===== src/rtl/wm_control_panel.sv =====
`default_nettype none
// ============================================================================
// Module      : wm_control_panel
// Description : Washing-machine front panel: debounces start/pause buttons,
//               latches the program selection and sequences the run handshake.
// Revision    : 1.0 - initial release
// ============================================================================
module wm_control_panel #(
    parameter int DEBOUNCE_CYCLES = 4,
    parameter int ACK_TIMEOUT     = 8
) (
    input  logic clk,
    input  logic rst,
    input  logic btn_start,
    input  logic btn_pause,
    input  logic sel_double,
    input  logic sel_steam,
    input  logic done,
    output logic start,
    output logic double_wash,
    output logic dry_wash,
    output logic time_pause,
    output logic busy,
    output logic cycle_complete,
    output logic start_error
);

    localparam int c_db_w  = (DEBOUNCE_CYCLES > 1) ? $clog2(DEBOUNCE_CYCLES) : 1;
    localparam int c_ack_w = (ACK_TIMEOUT > 1) ? $clog2(ACK_TIMEOUT) : 1;
    localparam logic [c_db_w-1:0]  c_db_max  = c_db_w'(DEBOUNCE_CYCLES - 1);
    localparam logic [c_ack_w-1:0] c_ack_max = c_ack_w'(ACK_TIMEOUT - 1);

    localparam logic [2:0] c_st_idle      = 3'd0;
    localparam logic [2:0] c_st_start_req = 3'd1;
    localparam logic [2:0] c_st_run       = 3'd2;
    localparam logic [2:0] c_st_complete  = 3'd3;
    localparam logic [2:0] c_st_fault     = 3'd4;

    // bit 0: start button, bit 1: pause button
    logic [1:0] w_raw;
    logic [1:0] w_press;

    assign w_raw = {btn_pause, btn_start};

    genvar gi;
    generate
        for (gi = 0; gi < 2; gi++) begin : g_btn
            logic              r_s1;
            logic              r_s2;
            logic              r_db;
            logic              r_db_d;
            logic [c_db_w-1:0] r_cnt;

            always_ff @(posedge clk or posedge rst) begin
                if (rst) begin
                    r_s1   <= 1'b0;
                    r_s2   <= 1'b0;
                    r_db   <= 1'b0;
                    r_db_d <= 1'b0;
                    r_cnt  <= '0;
                end else begin
                    r_s1   <= w_raw[gi];
                    r_s2   <= r_s1;
                    r_db_d <= r_db;
                    if (r_s2 == r_db) begin
                        r_cnt <= '0;
                    end else if (r_cnt == c_db_max) begin
                        r_db  <= r_s2;
                        r_cnt <= '0;
                    end else begin
                        r_cnt <= r_cnt + c_db_w'(1);
                    end
                end
            end

            assign w_press[gi] = r_db & ~r_db_d;
        end
    endgenerate

    logic [2:0]         r_state;
    logic [2:0]         w_state_nxt;
    logic               r_dbl;
    logic               w_dbl_nxt;
    logic               r_stm;
    logic               w_stm_nxt;
    logic               r_pause;
    logic               w_pause_nxt;
    logic [c_ack_w-1:0] r_ack_cnt;
    logic [c_ack_w-1:0] w_ack_nxt;
    logic               r_start_error;
    logic               w_err_nxt;

    always_ff @(posedge clk or posedge rst) begin
        if (rst) begin
            r_state       <= c_st_idle;
            r_dbl         <= 1'b0;
            r_stm         <= 1'b0;
            r_pause       <= 1'b0;
            r_ack_cnt     <= '0;
            r_start_error <= 1'b0;
        end else begin
            r_state       <= w_state_nxt;
            r_dbl         <= w_dbl_nxt;
            r_stm         <= w_stm_nxt;
            r_pause       <= w_pause_nxt;
            r_ack_cnt     <= w_ack_nxt;
            r_start_error <= w_err_nxt;
        end
    end

    always_comb begin
        w_state_nxt = r_state;
        w_dbl_nxt   = r_dbl;
        w_stm_nxt   = r_stm;
        w_pause_nxt = r_pause;
        w_ack_nxt   = r_ack_cnt;
        w_err_nxt   = r_start_error;
        case (r_state)
            c_st_idle: begin
                if (w_press[0] && done) begin
                    // steam overrides double wash when both switches are on
                    w_dbl_nxt   = sel_double & ~sel_steam;
                    w_stm_nxt   = sel_steam;
                    w_err_nxt   = 1'b0;
                    w_ack_nxt   = '0;
                    w_pause_nxt = 1'b0;
                    w_state_nxt = c_st_start_req;
                end
            end
            c_st_start_req: begin
                if (!done) begin
                    w_state_nxt = c_st_run;
                end else if (r_ack_cnt == c_ack_max) begin
                    w_state_nxt = c_st_fault;
                end else begin
                    w_ack_nxt = r_ack_cnt + c_ack_w'(1);
                end
            end
            c_st_run: begin
                if (done) begin
                    w_pause_nxt = 1'b0;
                    w_state_nxt = c_st_complete;
                end else if (w_press[1]) begin
                    w_pause_nxt = ~r_pause;
                end
            end
            c_st_complete: begin
                w_state_nxt = c_st_idle;
            end
            c_st_fault: begin
                w_err_nxt   = 1'b1;
                w_state_nxt = c_st_idle;
            end
            default: begin
                w_state_nxt = c_st_idle;
            end
        endcase
    end

    logic w_prog_active;

    assign w_prog_active  = (r_state == c_st_start_req) || (r_state == c_st_run);
    assign start          = (r_state == c_st_start_req);
    assign double_wash    = w_prog_active & r_dbl;
    assign dry_wash       = w_prog_active & r_stm;
    assign time_pause     = (r_state == c_st_run) & r_pause;
    assign busy           = (r_state != c_st_idle);
    assign cycle_complete = (r_state == c_st_complete);
    assign start_error    = r_start_error;

endmodule
`default_nettype wire


===== config.mk =====
export PLATFORM = sky130hd
export DESIGN_NAME = wm_control_panel
export DESIGN_NICKNAME = d
export VERILOG_FILES = /design/src/rtl/wm_control_panel.sv
export SDC_FILE = /design/constraint.sdc
export NUM_CORES = 1
export LEC_CHECK = 0
export CAP_MARGIN = 20
export CORE_ASPECT_RATIO = 1.1
export CORE_MARGIN = 1.5
export CORE_UTILIZATION = 52
export DETAILED_ROUTE_END_ITERATION = 8
export DONT_BUFFER_PORTS = 1
export PLACE_DENSITY_LB_ADDON = 0.15
export SETUP_SLACK_MARGIN = 0.05
export SKIP_LAST_GASP = 1
export SYNTH_ARGS = -nofsm -noshare
export SYNTH_HDL_FRONTEND = slang
export SYNTH_SLANG_ARGS = --single-unit

===== constraint.sdc =====
create_clock -name clk -period 1.7 [get_ports clk]
set_input_delay 0.085 -clock clk [delete_from_list [all_inputs] [get_ports clk]]
set_output_delay 0.085 -clock clk [all_outputs]
set_load 0.01 [all_outputs]

==> Yosys cells after proc, flatten, opt, wreduce, memory -nomap -nowiden <==
Index checks and enable logic that the tools add are counted.
{ "op_classes": {"add_sub_neg": 3, "eq_ne": 15, "muxes": 18, "n_bitwise": 12, "reduce_logical": 14} }
{ "op_table": {"columns": ["op", "count"], "rows": [
  ["3-bit two-way mux", 7],
  ["3-bit one-hot mux with 3 select lines", 1],
  ["2-bit two-way mux", 4],
  ["2-bit != test, second input constant", 4],
  ["2-bit AND reduction", 4],
  ["1-bit bitwise AND", 6],
  ["3-bit by 2-bit == test with 1-bit output, second input constant", 2],
  ["3-bit == test, second input constant", 2],
  ["1-bit NOT", 6],
  ["3-bit one-hot mux with 2 select lines", 1],
  ["3-bit AND reduction", 2],
  ["2-bit nonzero test", 3],
  ["2-bit by 1-bit adder with 2-bit output, second input constant", 2],
  ["2-bit == test, second input constant", 2],
  ["1-bit one-hot mux with 2 select lines", 2],
  ["4-bit AND reduction", 1],
  ["3-bit by 1-bit adder with 3-bit output, second input constant", 1],
  ["3-bit by 1-bit == test with 1-bit output, second input constant", 1],
  ["3-bit zero test", 1],
  ["1-bit two-way mux", 3],
  ["3-bit by 2-bit != test with 1-bit output, second input constant", 1],
  ["3-bit != test, second input constant", 1],
  ["3-bit nonzero test", 1],
  ["1-bit == test", 2],
  ["other kinds (2)", 2]
]} }
{ "word_totals": {"regBits": 22} }

==> Depth between registers and ports, before layout <==
{ "logic_depth": {"depth_word": 5, "ltp_mapped": 5, "ltp_nobuf": 5} }

==> Worst setup path after synthesis <==
OpenSTA, ideal clock, no wires.
{ "synth_path": {"path_kind": "register to register", "start": "reg r_ack_cnt[0]", "end": "reg r_state[0]", "t_arrival_ns": 1.203, "required_time_ns": 1.606, "path_slack_ns": 0.403, "stages_incl_launch_ff": 5, "cell_sequence": "dfrtp_1 ha_1 ha_1 or2_1 a211oi_1"} }
{ "synth_between": {"elab_chain_len": 3} }
{ "synth_rtl": {"columns": ["element", "line_no", "source"], "rows": [
  ["start, declared", "88", "logic [c_ack_w-1:0] r_ack_cnt;"],
  ["start signal, assigned", "106", "r_ack_cnt <= w_ack_nxt;"],
  ["3-bit == test", "133", "end else if (r_ack_cnt == c_ack_max) begin"],
  ["3-bit by 2-bit != test with 1-bit output (no line)", null, null],
  ["3-bit AND reduction (no line)", null, null],
  ["end signal, assigned", "95", "r_state <= c_st_idle;"],
  ["end signal, assigned", "102", "r_state <= w_state_nxt;"],
  ["end, declared", "80", "logic [2:0] r_state;"]
]} }
No other way between the ends.
A chain may end at the register's enable or synchronous reset.

==> Worst setup path in the final report <==
{ "layout_path": {"start": "reg r_state[0]", "end": "out start"} }
{ "layout_between": {"elab_chain_len": 1} }
{ "layout_rtl": {"columns": ["element", "line_no", "source"], "rows": [
  ["3-bit by 1-bit == test with 1-bit output", "163", "assign start = (r_state == c_st_start_req);"],
  ["end, declared", "19", "output logic start,"]
]} }
No other way between the ends.

==> flow_summary_export.csv <==
group,metric,value,unit
run_status,status,"finished clean",
route,drc,0,
power,p_sw_share,33.6,%
logic_synthesis,ys_async_sr_fraction,100,%
route,num_vias,612,
logic_synthesis,synthesis.area,998,sq um
power,seqPwrFrac,51.3,%
critical_path,required,1.62,ns
clocking,cts_tree,"done",
timing,slew_viol_final,0,
logic_synthesis,synth_edf_count,0,
final_layout,insertedDiodeCount,0,
global_route,grt_pass1_wl,2.66,mm
timing,whs,0.0171,ns
logic_synthesis,synth_seq_cells,22,
place,numPortBuffers,0,
logic_synthesis,synth_nets,92,
power,p_sw,0.000549,W
clocking,clockBufferDepth,2,
global_route,antenna_found_initial,0,
die,core.rowCount,16,
final_layout,final_cell_area,1080,sq um
critical_path,crit_type,"flop to output pin",
final_layout,finalNetCount,101,
clocking,cts_resized,0,
die,die-height,49.0,microns
logic_synthesis,yosysWarnings,0,
timing,slew_headroom,65.9,%
min_path,hp-class,"input port to flop",
critical_path,crit_path_max_fanout,10,
logic_synthesis,seq_area_frac_synth,55.1,%
route,wl_per_cell,14.2,microns
route,viasPerCell,5.77,
timing,finalSetupViolations,0,
timing,period_minus_slack,1.46,ns
timing,tightestPinTransition,0.505,ns
clocking,clkLatencyLatePin,0.29,ns
die,io_pins,14,
die,core,1800,sq um
route,ant_nets,0,
final_layout,drive_gt1_share,15.9,%
logic_synthesis,syn-instance-count,81,
die,initial_core_util,55.4,%
logic_synthesis,avgSynthCellArea,12.3,sq um
critical_path,cp.arrival,1.38,ns
global_route,grt_pass1_vias,622,
run,max_cap_violations,0,
clocking,cts_sinks,22,
timing,rsz0062_at_grt,"no",
timing,fin_crit_sh,85.9,%
timing,skew,0.00501,ns
route,drt_pass1_iterations,5,
power,power.internal,0.00108,W
power,power_frac_clock,13.3,%
clocking,cts_root_buf,"clkbuf_4",
die,die_w,44.8,microns
die,dieArea,2190,sq um
power,comb_power_share,35.4,%
critical_path,critPathCaptureType,"output pin",
timing,tns,0,ns
place,dp.cells,98,
critical_path,ff2ff_path_depth,4,
place,globalplace.congestion,0.758,
global_route,grt_max_degree,23,
timing,hold_viol_final,0,
power,p_leak,0.517,nW
min_path,hold_depth,2,
place,placed_cell_area,1010,sq um
global_route,grt_usage,16.3,%
timing,fmax,684,MHz
logic_synthesis,synth_ff_type,"dfrtp_1",
route,drtIter0Drc,21,
final_layout,mostFrequentLayoutCells,"dfrtp_1 (22), nor2b_1 (6), a21oi_1 (5), dlygate4sd3_1 (5)",
route,routed_wl,1.50,mm
final_layout,layout_commonest_cell,"dfrtp_1",
clocking,clk_pin_slew,0.11,ns
clocking,numCtsBuffers,3,
final_layout,areaGrowthSynthToFinish,8.65,%
power,max-vdd-ir-drop,0.858,mV
power,cellPowerDensity,1510,nW/um^2
critical_path,worstSetupStartpointType,"flop",
final_layout,final_cell_count_no_fill,106,
logic_synthesis,yosysUniqueCellTypes,31,
global_route,gr-total-overflow,0,
clocking,htreeDepth,1,
## cell usage after synthesis, types with 2 or more instances
library cell | instances | area, sq um
and3b_1 | 4 | 35.0
nor3b_1 | 2 | 15.0
mux2_2 | 4 | 45.0
nor3_1 | 2 | 10.0
dfrtp_1 | 22 | 551
and2_1 | 2 | 12.5
nor2_1 | 2 | 7.51
a21oi_1 | 5 | 25.0
ha_1 | 4 | 50.1
nand2_1 | 2 | 7.51
nand2b_1 | 2 | 12.5
nor2b_1 | 6 | 37.5
inv_1 | 3 | 11.3
xnor2_1 | 2 | 17.5
o2bb2ai_1 | 3 | 26.3
## power by group through the flow
stage	logic [W]	clock network, W	registers, W
after floorplan	0.000534	0	0.000774
after global placement	0.000558	0	0.000841
after detailed placement	0.000565	0	0.000853
after CTS	0.000581	0.000230	0.000839
after global routing	0.000655	0.000250	0.000870
final	0.000578	0.000218	0.000838
## registers in the layout (all words and copies together), names as in the netlist
signal / flops
r_ack_cnt: 3
r_stm: 1
r_state: 3
g_btn.r_s1: 2
g_btn.r_s2: 2
g_btn.r_db: 2
g_btn.r_cnt: 4
g_btn.r_db_d: 2
start_error: 1
r_pause: 1
r_dbl: 1
## final cells by class
class | count | area, sq um
fillers | 155 | 717
well taps | 18 | 22.5
inverters | 4 | 15.0
multi-input cells | 52 | 409
flip-flops and latches | 22 | 551
repair buffers | 7 | 65.1
clock buffers | 3 | 22.5
## routing by layer
| metal | vias up | share of wire, % | track usage [%] |
|---|---|---|---|
| met4 | 0 | 0.53 | 5.88 |
| met2 | 10 | 48 | 25.4 |
| met5 | - | 0 | 0 |
| met1 | 297 | 49 | 23.1 |
| met3 | 2 | 2.7 | 2.22 |
| li1 | 303 | - | - |
## path summary, 6_finish.rpt
path	startpoint	endpoint	slack (ns)
worst max register to register	r_ack_cnt[0]	r_state[0]	0.28
min in group asynchronous	rst	g_btn[1].r_s1	0.26
worst max-delay path	r_state[0]	start	0.24
worst min-delay path	done	r_pause	0.02
max in group asynchronous	rst	start_error	1.22
worst min register to register	g_btn[0].r_s1	g_btn[0].r_s2	0.36
## worst max-delay path: stages, from the launching register on
cell and delay [ns]:
dfrtp_1 0.53, or3b_4 0.46, inv_2 0.10
## logic make-up after synthesis
group                    share of synthesized area, %
multiplexers                                     4.51
XOR/XNOR                                         1.75
AND/OR/NAND/NOR                                  19.0
buffers and inverters                            3.88
flip-flops                                       55.1
AO/OA/AOI/OAI                                    10.7
adder cells (fa/ha/maj)                          5.01
## metrics by stage
step                      util, %  worst slack [ns]  power (W)
after floorplan                 -             0.403    0.00131
after global placement       56.2             0.296    0.00140
after detailed placement     56.2             0.306    0.00142
after CTS                    60.2             0.231    0.00165
after global routing         60.2             0.121    0.00177
final                        60.2             0.239    0.00163
## timing repair
| action | 4_1_cts | 5_1_grt |
|---|---|---|
| hold endpoints to repair | 28 | 0 |
| hold buffers | 5 | 0 |
| endpoints found under the setup margin | 0 | 0 |
| buffers inserted | 0 | 0 |
Note: power is estimated with default switching activity, not from simulation.
